### src/rtl/multicycle_control.sv
// Multicycle CPU control FSM: fetch, decode, address, memory, execute,
// writeback and branch states driving datapath strobes.
//
// Ports:
//   clk, rst_n            clock, async active-low reset
//   run                   fetch/execute enable, sampled at boundaries
//   opcode                IR opcode field, used in DECODE
//   mem_ready             memory handshake acknowledge
//   change_pc             branch-taken flag from the ALU
//   alu_opcode, alu_src_b ALU operation and B-operand select
//   mem_read, mem_write   memory strobes
//   ir_write, pc_inc      IR load and PC increment
//   pc_branch             PC load of branch target
//   reg_write, mem_to_reg register write enable and writeback select
//   state                 current state encoding
//   retired               completed-instruction counter
module multicycle_control #(
    parameter int RETIRE_W = 16
) (
    input  logic                clk,
    input  logic                rst_n,
    input  logic                run,
    input  logic [2:0]          opcode,
    input  logic                mem_ready,
    input  logic                change_pc,
    output logic [2:0]          alu_opcode,
    output logic                alu_src_b,
    output logic                mem_read,
    output logic                mem_write,
    output logic                ir_write,
    output logic                pc_inc,
    output logic                pc_branch,
    output logic                reg_write,
    output logic                mem_to_reg,
    output logic [3:0]          state,
    output logic [RETIRE_W-1:0] retired
);

    typedef enum logic [3:0] {
        IDLE    = 4'd0,
        FETCH   = 4'd1,
        DECODE  = 4'd2,
        ADDR    = 4'd3,
        MEM     = 4'd4,
        LOAD_WB = 4'd5,
        EXEC    = 4'd6,
        ALU_WB  = 4'd7,
        BRANCH  = 4'd8
    } state_e;

    localparam logic [2:0] OP_ADD = 3'b100;

    // Kept as raw bits so the unused codes 9-15 stay representable
    logic [3:0]          state_q, state_d;
    logic [2:0]          op_q, op_d;
    logic [RETIRE_W-1:0] retired_q, retired_d;
    logic                done;

    always_ff @(posedge clk or negedge rst_n) begin
        if (!rst_n) begin
            state_q   <= IDLE;
            op_q      <= 3'b000;
            retired_q <= '0;
        end else begin
            state_q   <= state_d;
            op_q      <= op_d;
            retired_q <= retired_d;
        end
    end

    always_comb begin
        state_d    = state_q;
        op_d       = op_q;
        retired_d  = retired_q;
        done       = 1'b0;
        alu_opcode = OP_ADD;
        alu_src_b  = 1'b0;
        mem_read   = 1'b0;
        mem_write  = 1'b0;
        ir_write   = 1'b0;
        pc_inc     = 1'b0;
        pc_branch  = 1'b0;
        reg_write  = 1'b0;
        mem_to_reg = 1'b0;

        case (state_q)
            IDLE: begin
                if (run) state_d = FETCH;
            end
            FETCH: begin
                mem_read = 1'b1;
                if (mem_ready) begin
                    ir_write = 1'b1;
                    pc_inc   = 1'b1;
                    state_d  = DECODE;
                end
            end
            DECODE: begin
                op_d = opcode;
                if (opcode[2])      state_d = EXEC;
                else if (opcode[1]) state_d = BRANCH;
                else                state_d = ADDR;
            end
            ADDR: begin
                alu_src_b = 1'b1;
                state_d   = MEM;
            end
            MEM: begin
                mem_read  = (op_q == 3'b000);
                mem_write = (op_q == 3'b001);
                if (mem_ready) begin
                    if (op_q == 3'b000) state_d = LOAD_WB;
                    else                done    = 1'b1;
                end
            end
            LOAD_WB: begin
                reg_write  = 1'b1;
                mem_to_reg = 1'b1;
                done       = 1'b1;
            end
            EXEC: begin
                alu_opcode = op_q;
                state_d    = ALU_WB;
            end
            ALU_WB: begin
                alu_opcode = op_q;
                reg_write  = 1'b1;
                done       = 1'b1;
            end
            BRANCH: begin
                alu_opcode = op_q;
                pc_branch  = change_pc;
                done       = 1'b1;
            end
            default: state_d = IDLE;
        endcase

        // Completion is the only point besides IDLE where run is sampled
        if (done) begin
            retired_d = retired_q + RETIRE_W'(1);
            state_d   = run ? FETCH : IDLE;
        end
    end

    assign state   = state_q;
    assign retired = retired_q;

endmodule

### config.mk
export PLATFORM = sky130hd
export DESIGN_NAME = multicycle_control
export DESIGN_NICKNAME = d
export VERILOG_FILES = /design/src/rtl/multicycle_control.sv
export SDC_FILE = /design/constraint.sdc
export NUM_CORES = 1
export LEC_CHECK = 0
export BUFFER_PORTS_ARGS = -buffer_cell sky130_fd_sc_hd__buf_4
export CORE_ASPECT_RATIO = 1.5
export CORE_MARGIN = 10
export CORE_UTILIZATION = 30
export CTS_CLUSTER_SIZE = 12
export DETAILED_ROUTE_END_ITERATION = 10
export SYNTH_ARGS = -nofsm -noshare
export SYNTH_HDL_FRONTEND = slang
export SYNTH_SLANG_ARGS = --single-unit
### constraint.sdc
create_clock -name clk -period 2.4 [get_ports clk]
set_input_delay 0.12 -clock clk [delete_from_list [all_inputs] [get_ports clk]]
set_output_delay 0.12 -clock clk [all_outputs]
set_load 0.01 [all_outputs]
======== Word-level counts from Yosys, hierarchy flattened ========
Index checks and enable logic that the tools add are counted.
word-level totals
  logic and storage cells ................. 45
  bits of input ports ..................... 8
  output and inout bits ................... 31
  register bits after elaboration ......... 23
cells by class
  muxes and demuxes ....................... 21
  eq/ne operators ......................... 14
  add/sub/neg operators ................... 1
  reduce and logical (&&, ||, !) cells .... 6
operators by type and width
  operator                                                          number
  4-bit 2-to-1 mux                                                  7
  4-bit case mux with 7 select lines                                1
  16-bit by 1-bit adder with 16-bit output (second input constant)  1
  4-bit by 3-bit == test with 1-bit output (second input constant)  4
  3-bit != test (second input constant)                             4
  1-bit 2-to-1 mux                                                  10
  4-bit by 2-bit == test with 1-bit output (second input constant)  2
  3-bit OR reduction                                                2
  5-bit AND reduction                                               1
  4-bit by 1-bit == test with 1-bit output (second input constant)  1
  4-bit == test (second input constant)                             1
  4-bit zero test                                                   1
  1-bit case mux with 2 select lines                                2
  3-bit by 1-bit == test with 1-bit output (second input constant)  1
  3-bit zero test                                                   1
  3-bit 2-to-1 mux                                                  1
  2-bit by 1-bit != test with 1-bit output (second input constant)  1
  2-bit OR reduction                                                1

======== Depth between registers and ports, before layout ========
  depth in word-level cells ............... 6
  depth in mapped cells ................... 6
  mapped depth without buffers ............ 4

======== Least setup slack after synthesis ========
Ideal clock, no wire load.
  path type ............................... register to register
  from .................................... register state_q[3], in the netlist state[3]
  to ...................................... register retired_q[1], in the netlist retired[1]
  stages on the path, launching flop included .. 6
  slack ................................... 0.574 ns
  path buffers ............................ 2
  period minus slack after synthesis ...... 1.826 ns
  data required time ...................... 2.272 ns
  arrival ................................. 1.699 ns
  cells stage by stage .................... dfrtp_1 clkbuf_2 and3b_1 a311oi_4 buf_6 mux2_1
between the ends
  longest elaborated chain between the ends .. 3
RTL lines
  what                                                                              line  text
  start, declared                                                                   54    logic [3:0] state_q, state_d;
  start signal, assigned                                                            65    state_q <= state_d;
  4-bit == test / 4-bit by 3-bit == test with 1-bit output (equally long branches)  86    case (state_q)
  3-bit OR reduction (no source line)                                               --
  1-bit case mux with 2 select lines *                                              86
  end signal, assigned                                                              67    retired_q <= retired_d;
  end, declared                                                                     56    logic [RETIRE_W-1:0] retired_q, retired_d;
Every way passes the cells marked *; elsewhere a longest branch is shown, timed or not.
A chain may end at the register's enable or synchronous reset.

======== Final worst setup path ========
  from .................................... register state_q[2], in the netlist state[2]
  to ...................................... register retired_q[8], in the netlist retired[8]
The elaborated chain is that of the path after synthesis.

==> reports/results.tsv <==
stage	metric	value	unit
power	ir_drop	0.000459	V
die	dieHeight	99.6	µm
logic_synthesis	synth-warning-count	0	
grt	grt_overflow	0	
timing	finalHoldViolations	0	
logic_synthesis	syn_avg_cell_area	10.7	µm²
logic_synthesis	synthMuxAreaShare	3.56	%
setup_path	max_stage_delay	0.61	ns
clock_tree	clock-sinks	23	
logic_synthesis	synth-edff-count	0	
cells_and_area	final_cell_count_no_fill	204	
route	via_per_inst	5.01	
logic_synthesis	synthXorXnorAreaFrac	11.1	%
power	post-layout-total-power	1600	µW
setup_path	cp_max_fo	15	
clock_tree	post_cts_buffers	0	
timing	fin_tns_setup	0	ns
logic_synthesis	syn_nets	127	
die	core_region_area	4030	µm²
timing	fmaxAchievable	492	MHz
route	postRouteAntennaNets	0	
grt	track_usage	8.72	%
power	p_leak	0.000839	µW
place	place_area	1600	µm²
route	num_vias	1023	
route	drc_errors	0	
setup_path	cp_cell_sequence	and3b_1 > a311oi_4 > buf_4 > nor3_1 > xor2_1	
timing	max_slew.worst_pin.slew	0.642	ns
logic_synthesis	synth_fa_ha_area_share	0.988	%
logic_synthesis	seq_area_frac_synth	45.5	%
run	maxCapViolations	0	
die	dieArea	7270	µm²
place	port_buffers	38	
timing	skew	0.00293	ns
grt	grt_pass1_vias	1133	
logic_synthesis	synth_flop_cell	dfrtp_1	
timing	finalCriticalPeriod	2.03	ns
clock_tree	numCtsBuffers	3	
timing	maxSlewHeadroom	57.2	%
setup_path	required	2.54	ns
timing	rsz0062_at_grt	no	
die	start_util	31.4	%
setup_path	critical-path-top-delay-family	compound AO/OA/AOI/OAI gates	
clock_tree	cts_resized	0	
logic_synthesis	synth_top_family_by_area	simple AND/OR/NAND/NOR gates	
logic_synthesis	synthSimpleGateAreaFrac	27.6	%
die	rows	28	
clock_tree	cts_root_buf	clkbuf_8	
logic_synthesis	synth_most_common_cell	dfrtp_1	
setup_path	critPathLaunchType	register	
logic_synthesis	synth_largest_area_cell	dfrtp_1	
clock_tree	clk_pin_slew_worst_paths	0.08	ns
grt	grt_first_pass_wirelength	5370	µm
route	wl_per_cell	15.5	µm
logic_synthesis	netlist_area	1270	µm²
grt	grt_antenna_before_repair	0	
place	dpl.hpwl	2460	µm
worst_hold_path	hold_path_class	primary input to register	
logic_synthesis	syn_inst	118	
grt	grt_start_max_net_pins	24	
setup_path	crit_slowest_cell	a311oi_4	
logic_synthesis	synth_top_area_share	45.5	%
timing	post-route-period-util	84.7	%
setup_path	arrival	2.17	ns
cells_and_area	finalInstanceArea	1660	µm²
place	dp.cells	199	
setup_path	critical_path_class	register to register	
logic_synthesis	synthTopCellsByArea	dfrtp_1 (45%), xor2_1 (9.7%), mux2_2 (2.7%)	
cells_and_area	area_growth	30.7	%
clock_tree	clock_path_buffers	2	
logic_synthesis	synth.distinct_cells	37	
clock_tree	cts_tree	yes	
logic_synthesis	synth_commonest_cells	dfrtp_1 (23), xor2_1 (14), nand2_1 (6), nor3_1 (6)	
timing	setup_viol	0	
clock_tree	clk_latency	0.26	ns
run_status	outcome	finished clean	
timing	slew_viol_final	0	
cells_and_area	drive_above_1_share	33.3	%
route	wl	3160	µm
die	ioPinCount	39	
route	dr.pass1.iters	4	
logic_synthesis	async_flop_share	100	%
place	routabilityCongestion	0.806	
die	die_w	73.0	µm
cells_and_area	fillers	401	
logic_synthesis	synth_compound_area_share	7.11	%
setup_path	cp_num_buf_inv	1	
power	powerDensity	965	nW/µm²
cells_and_area	nNetsFinal	169	
logic_synthesis	synth_seq_cells	23	
cells_and_area	n_antenna_cell	0	
route	first_iter_violations	76	
clock_tree	h-tree-depth	1	
setup_path	worstSetupEndpointType	register	
## sequential cells by signal, summed over array words and instances, names as in the netlist
| register | cells |
|---|---|
| retired | 16 |
| op_q | 3 |
| state | 4 |
## where the power goes
| group | leakage [µW] | internal [µW] | switching [µW] |
|---|---|---|---|
| clock | 0.0000255 | 116 | 121 |
| sequential | 0.000303 | 480 | 148 |
| combinational | 0.000511 | 379 | 354 |
## kinds of logic after synthesis
kind of cell | after synthesis
buffers and inverters | 10
muxes | 4
xor gates and xnor gates | 16
AOI/OAI and AO/OA | 10
adders and majority gates | 1
and+or+nand+nor | 54
DFF | 23
## routing by layer
layer | global-route usage [%] | share of wire (%) | wire length [µm]
met3 | 3.78 | 9.5 | 300
met2 | 13.5 | 46 | 1470
met5 | 0 | 0 | 0
met1 | 10.8 | 44 | 1380
met4 | 2.05 | 0.32 | 10
## layout by cell type, fill, tap and decap left out, drive strengths merged, types with 3 or more instances in the layout
cell and instances:
nor2b 3, inv 4, clkbuf 3, nor2 4, and3 4, a21oi 3, buf 42, nor4 6
nor3b 4, and2 3, nand3 5, mux2 4, nor4b 4, nor3 6, xor2 14, dfrtp 23
nand2 6
## final cells by class
class,count,area [µm²],share of cell area (%)
clock buffer,3,41.3,2.49
multi-input combinational,85,637,38.5
inverter,4,15.0,0.907
clock inverter,1,5.00,0.302
tap,45,56.3,3.40
sequential,23,576,34.8
timing repair buffer,43,325,19.7
## path summary, 6_finish.rpt
| check | cells past startpoint | startpoint | slack (ns) | to |
|---|---|---|---|---|
| worst max register to register | 5 | state[2] | 0.37 | retired[8] |
| max in group asynchronous | 2 | rst_n | 1.89 | state[2] |
| worst min register to register | 1 | retired[15] | 0.47 | retired[15] |
| worst min-delay path | 2 | opcode[0] | 0.09 | op_q[0] |
| worst max-delay path | 5 | state[2] | 0.37 | retired[8] |
| min in group asynchronous | 2 | rst_n | 0.29 | retired[7] |
## timing repair
action,4_1_cts,5_1_grt
hold endpoints to repair,23,0
setup endpoints to repair,0,0
hold buffers,1,0
## metrics by stage
stage               hold WS [ns]  setup WS, ns  util [%]
floorplan                 -0.176         0.574         -
global placement          0.0291         0.391      39.7
detailed placement        0.0339         0.367      39.7
CTS                       0.0857         0.351      41.1
global route              0.0839         0.201      41.1
finish                    0.0862         0.367      41.1
Note: power is estimated with default switching activity, not from simulation.
